===== src/rtl/alu_ab_datapath.sv =====
// SAP-style accumulator datapath: A/B registers with a registered ALU. ALU result is visible one edge after eu
// and is written back on a later edge. No backpressure: strobes act every cycle.
module alu_ab_datapath #(
    parameter int W = 4
) (
    input  logic         clk,
    input  logic         reset,
    input  logic [W-1:0] ram_in,
    input  logic [W-1:0] tmp_in,
    input  logic [3:0]   opcode,
    input  logic         carry_in,
    input  logic         la_ram,
    input  logic         la_b,
    input  logic         la_alu,
    input  logic         lb_tmp,
    input  logic         lb_alu,
    input  logic         eu,
    input  logic         ea_tmp,
    input  logic         ea_ram,
    input  logic         ea_out,
    input  logic         ea_carry,
    input  logic         ercl,
    output logic [W-1:0] a_tmp_out,
    output logic [W-1:0] a_ram_out,
    output logic [W-1:0] a_out,
    output logic         a_carry,
    output logic         b_carry,
    output logic [W-1:0] alu_q,
    output logic         zero,
    output logic         carry
);

    localparam logic [3:0] OP_ADD = 4'b0001;
    localparam logic [3:0] OP_SUB = 4'b0010;
    localparam logic [3:0] OP_SHR = 4'b0101;
    localparam logic [3:0] OP_RCL = 4'b0100;

    logic [W-1:0] r_a;
    logic [W-1:0] r_b;
    logic [W-1:0] r_alu_q;
    logic         r_zero;
    logic         r_carry;

    logic [W-1:0] w_alu_res;
    logic         w_alu_carry;
    logic [W:0]   w_sum;

    assign w_sum = {1'b0, r_a} + {1'b0, r_b};

    always_comb begin
        w_alu_res   = r_a;
        w_alu_carry = 1'b0;
        case (opcode)
            OP_ADD: begin
                w_alu_res   = w_sum[W-1:0];
                w_alu_carry = w_sum[W];
            end
            OP_SUB: begin
                w_alu_res   = r_a - r_b;
                w_alu_carry = (r_a < r_b);
            end
            OP_SHR: begin
                w_alu_res   = {1'b0, r_a[W-1:1]};
                w_alu_carry = r_a[0];
            end
            OP_RCL: begin
                w_alu_res   = {r_b[W-2:0], carry_in};
                w_alu_carry = r_b[W-1];
            end
            default: begin
                w_alu_res   = r_a;
                w_alu_carry = 1'b0;
            end
        endcase
    end

    // Every load reads pre-edge register values, so la_b + lb_tmp swaps A/B cleanly
    // and la_alu alongside eu takes the previous result.
    always_ff @(posedge clk) begin
        if (reset) begin
            r_a     <= '0;
            r_b     <= '0;
            r_alu_q <= '0;
            r_zero  <= 1'b0;
            r_carry <= 1'b0;
        end else begin
            if (la_ram)
                r_a <= ram_in;
            else if (la_b)
                r_a <= r_b;
            else if (la_alu)
                r_a <= r_alu_q;

            if (lb_alu)
                r_b <= r_alu_q;
            else if (lb_tmp)
                r_b <= tmp_in;

            if (eu) begin
                r_alu_q <= w_alu_res;
                r_zero  <= (w_alu_res == '0);
                r_carry <= w_alu_carry;
            end
        end
    end

    assign a_tmp_out = ea_tmp   ? r_a      : '0;
    assign a_ram_out = ea_ram   ? r_a      : '0;
    assign a_out     = ea_out   ? r_a      : '0;
    assign a_carry   = ea_carry ? r_a[0]   : 1'b0;
    assign b_carry   = ercl     ? r_b[W-1] : 1'b0;
    assign alu_q     = r_alu_q;
    assign zero      = r_zero;
    assign carry     = r_carry;

endmodule


===== config.mk =====
export PLATFORM = sky130hd
export DESIGN_NAME = alu_ab_datapath
export DESIGN_NICKNAME = d
export VERILOG_FILES = /design/src/rtl/alu_ab_datapath.sv
export SDC_FILE = /design/constraint.sdc
export NUM_CORES = 1
export LEC_CHECK = 0
export BUFFER_PORTS_ARGS = -buffer_cell sky130_fd_sc_hd__buf_2
export CORE_MARGIN = 5
export CORE_UTILIZATION = 32
export DETAILED_ROUTE_END_ITERATION = 8
export GPL_TIMING_DRIVEN = 0
export PLACE_DENSITY = 0.55
export SLEW_MARGIN = 20
export SYNTH_ARGS = -nofsm -noshare
export SYNTH_HDL_FRONTEND = slang
export SYNTH_SLANG_ARGS = --single-unit

===== constraint.sdc =====
create_clock -name clk -period 4.9 [get_ports clk]
set_input_delay 0.735 -clock clk [delete_from_list [all_inputs] [get_ports clk]]
set_output_delay 0.735 -clock clk [all_outputs]
set_load 0.01 [all_outputs]

Word-level counts from Yosys, hierarchy flattened --
Cells that the tools add are included. W data, S select, Z words.
Storage, ports and cells: memory bits (writable) 0, memory bits (read-only) 0, memories 0, output and inout bits 20, bits in latches 0, logic and storage cells 27, register bits 14, input port bits 26
Operators by class: bitwise logic cells 0, reduce and logical (&&, ||, !) cells 3, magnitude comparators 1, divide/modulo/power cells 0, mux-type cells 12, add/subtract/negate cells 2, equal/unequal tests 4, shifts and indexed selects 0, $mul 0
Operators with widths (number):
- $mux W4 | 8
- $pmux W4 S4 | 1
- $eq A4 B3 Y1 const B | 2
- $add A4 B4 Y5 | 1
- $eq A4 B1 Y1 const B | 1
- $eq A4 B2 Y1 const B | 1
- $logic_not A4 Y1 | 1
- $lt A4 B4 Y1 | 1
- $pmux W1 S4 | 1
- $sub A4 B4 Y4 | 1
- $reduce_bool A3 Y1 | 1
- $mux W1 | 2
- $reduce_bool A2 Y1 | 1

Logic depth before layout (Yosys ltp) --
depth after elaboration 3, depth in mapped cells 8, gate-level depth less buffers 8

Worst setup path after synthesis --
No wires, ideal clock.
kind register to register, start register r_a[0], end register r_zero, in the netlist zero, path buffers 0, setup time 0.096 ns, stages on the path, launching flop included 8, required time 4.804 ns, clock period less this slack 1.970 ns, data arrival time 1.875 ns, slack 2.930 ns, cell sequence dfxtp_1 ha_1 inv_1 fa_1 or2_2 o32ai_1 o32a_1 o41ai_2
Between the ends: longest elaborated chain between the ends 3, elaborated cells on any way between the ends 4, those cells by class add/sub: 2; mux: 1; reduce/logical: 1
RTL lines:
- start: declaration | RTL line 38 | logic [W-1:0] r_a;
- start signal: assignment | RTL line 88 | r_a <= ram_in;
- start signal: assignment | RTL line 90 | r_a <= r_b;
- start signal: assignment | RTL line 92 | r_a <= r_alu_q;
- $sub A4 B4 Y4 or $add A4 B4 Y5 (tied branches) | RTL line 59, 48
- $pmux W4 S4 (*) | RTL line 53 | case (opcode)
- $logic_not A4 Y1 (*) | RTL line 101 | r_zero <= (w_alu_res == '0);
- end signal: assignment | RTL line 101
- end: declaration | RTL line 41 | logic r_zero;
Mark *: on every way between the ends. The rest lies on a longest branch, timed or not. A chain may end at the register's enable or synchronous reset.

Worst setup path in the final report --
Ends and elaborated chain as after synthesis.

==> reports/qor.txt <==
HP Class: register to register
pwr dens: 209 nW/um^2
Post-synth ARST share: 0
H-tree depth: 1
Gate power share: 0.276
unrepaired setup endpoints after global routing: false
clock share of power: 0.333
Setup-failing EPs final: 0
LEAKAGE: 0.746 nW
Via density: 4.94
worst r2r path cells: 7
share of layout cells above drive strength 1: 0.304
worst clock skew: 1.25 ps
Hold Fails Final Rpt: 0
# diodes: 0
# Max-Cap Violations: 0
Synth Register Bits: 14
fmax: 444 MHz
Initial DRC Count: 86
Core Box Area: 3970 um^2
cell taking the most area after synthesis: dfxtp_1
max_slew headroom: 0.529
Syn Area/Cell: 8.14 um^2
pins over their slew limit: 0
Gate Count Post-Synth: 160
DIE WIDTH: 73.8 um
top_reg_cell synth: dfxtp_1
Synth area leaders: dfxtp_1 22%, mux2i_1 12%, ha_1 7.7%
number of synthesized flops with an enable pin: 0
Hold Slack: 481 ps
num ports: 46
hold_buf cts: 0
post-synth top area share: 0.215
Slew @ Worst Pin: 702 ps
Setup TNS: 0 ps
Post-CTS Resized: 0
vias: 1,255
Syn Nets: 196
Nets: 241
worst path arrival time: 2410 ps
Hold Path Sink: zero
die height: 73.8 um
first-pass GRT wire length: 5.54 mm
drt wl/cell: 13.3 um
Post-Syn Area: 1300 um^2
initial antenna violation count: 0
Initial Utilization: 0.328
CP startpoint kind: register
Worst setup EP type: register
antenna viol nets, final: 0
net switching power: 0.103 mW
maximum vdd drop: 0.138 mV
Synth Warn #: 0
port bufs: 40
WHS Path Cells: 2
CTS tree: yes
DRC viols: 0
GRT Resource Usage Total: 0.129
fin cells: 254
die footprint: 5450 um^2
Seq/Total Area, Yosys: 0.215
Post-CTS Repair Setup Buffers: 0
RR Endpoint: zero
switch share: 0.303
# rows: 23
min-delay src: zero
RePlAce Congestion: 0.839
reg-to-reg startpoint: r_a[0]
R2R setup slack: 2650 ps
Worst EP required: 5050 ps
Initial DRT Pass Iterations: 4
vias in the first global route: 1,162
CTS Sinks: 14
outcome: finished clean
gr ovfl total: 0
hpwl dp: 2.72 mm
most common cell after layout, fill and taps aside: buf_2
sequential share of power: 0.392
Clock transition at path regs: 60 ps
Max Root-Sink Buffers: 2
clock period minus worst slack: 2250 ps
pin count of the biggest net entering global routing: 11
Final Routed Wirelength: 3.37 mm
clk_lat worst skew: 240 ps
internal power: 0.236 mW
synthesis-to-finish area growth: 24.4%
Crit Path Class: register to register
placed insts: 250
Netlist cell types: 46
Critical Path Fanout Max: 8
CTS root buffer: clkbuf_8
most frequent cells in the layout: 42 x buf_2, 25 x nor2_1, 15 x mux2i_1, 14 x and2_1, 14 x dfxtp_1
final period utilization: 0.460
Num CTS Buffers: 3
stage by stage:
step	util	power (mW)	area (um^2)	setup WS [ps]
finish	0.408	0.338	1620	2650
global route	0.408	0.362	1620	2510
CTS	0.408	0.343	1620	2650
detailed placement	0.394	0.228	1570	2650
global placement	0.394	0.229	1570	2640
floorplan	-	0.196	1300	2930
layout make-up:
type | instances | area [um^2]
fill | 422 | 2350
tap | 50 | 62.6
clock buffer | 4 | 55.1
buffer | 10 | 51.3
multi-input combinational | 127 | 937
sequential | 14 | 280
timing repair buffer | 40 | 200
inverter | 9 | 33.8
flip-flops by register name, indices dropped and copies added, names as in the netlist:
signal / cells
alu_q: 4
r_a: 4
r_b: 4
zero: 1
carry: 1
power by group through the flow:
stage	sequential (mW)	clock, mW	combinational, mW
final	0.133	0.113	0.0932
after global placement	0.135	0	0.0933
after global routing	0.134	0.124	0.105
after CTS	0.133	0.116	0.0937
after floorplan	0.132	0	0.0634
after detailed placement	0.135	0	0.0932
routing by layer:
layer / GRT usage / up-vias / wire length [um]
li1: - / 649 / -
met1: 0.185 / 567 / 1670
met2: 0.198 / 37 / 1520
met3: 0.0205 / 2 / 168
met4: 0.0362 / 0 / 16
met5: 0 / - / 0
synthesized netlist by cell type, types with 2 or more instances:
library cell,n
a21oi_1,7
and2_1,14
buf_2,2
buf_4,3
clkbuf_1,5
dfxtp_1,14
fa_1,2
ha_1,8
inv_1,9
mux2i_1,15
nand2_1,9
nand2b_1,3
nand4_1,2
nor2_1,25
nor2b_1,2
nor3_1,2
nor4b_2,2
o21ai_0,6
or2_2,3
cells by family (layout without fill, tap and decap cells):
group / count (synthesis) / after routing / share of synthesized area
AO/OA/AOI/OAI: 31 / 31 / 0.194
buffers and inverters: 19 / 63 / 0.0653
flip-flops: 14 / 14 / 0.215
adder cells (fa/ha/maj): 10 / 10 / 0.108
XOR/XNOR: 2 / 2 / 0.0135
multiplexers: 16 / 16 / 0.124
AND/OR/NAND/NOR: 68 / 68 / 0.280
how the worst max path moves through the flow:
stage	startpoint	end	slack [ps]	depth (start not counted)
6_report	r_a[0]	zero	2650	7
2_1_floorplan	r_a[0]	zero	2930	7
5_1_grt	r_a[0]	zero	2510	7
3_3_place_gp	r_a[0]	zero	2640	6
3_5_place_dp	r_a[0]	zero	2650	7
4_1_cts	r_a[0]	zero	2650	7
critical path, cell delays in order, from the launching register on:
cell	delay [ps]
dfxtp_1	500
ha_1	250
inv_1	60
fa_1	470
or2_2	100
o32ai_1	70
o32a_1	390
o41ai_2	320
(Power assumes the default switching activity.)
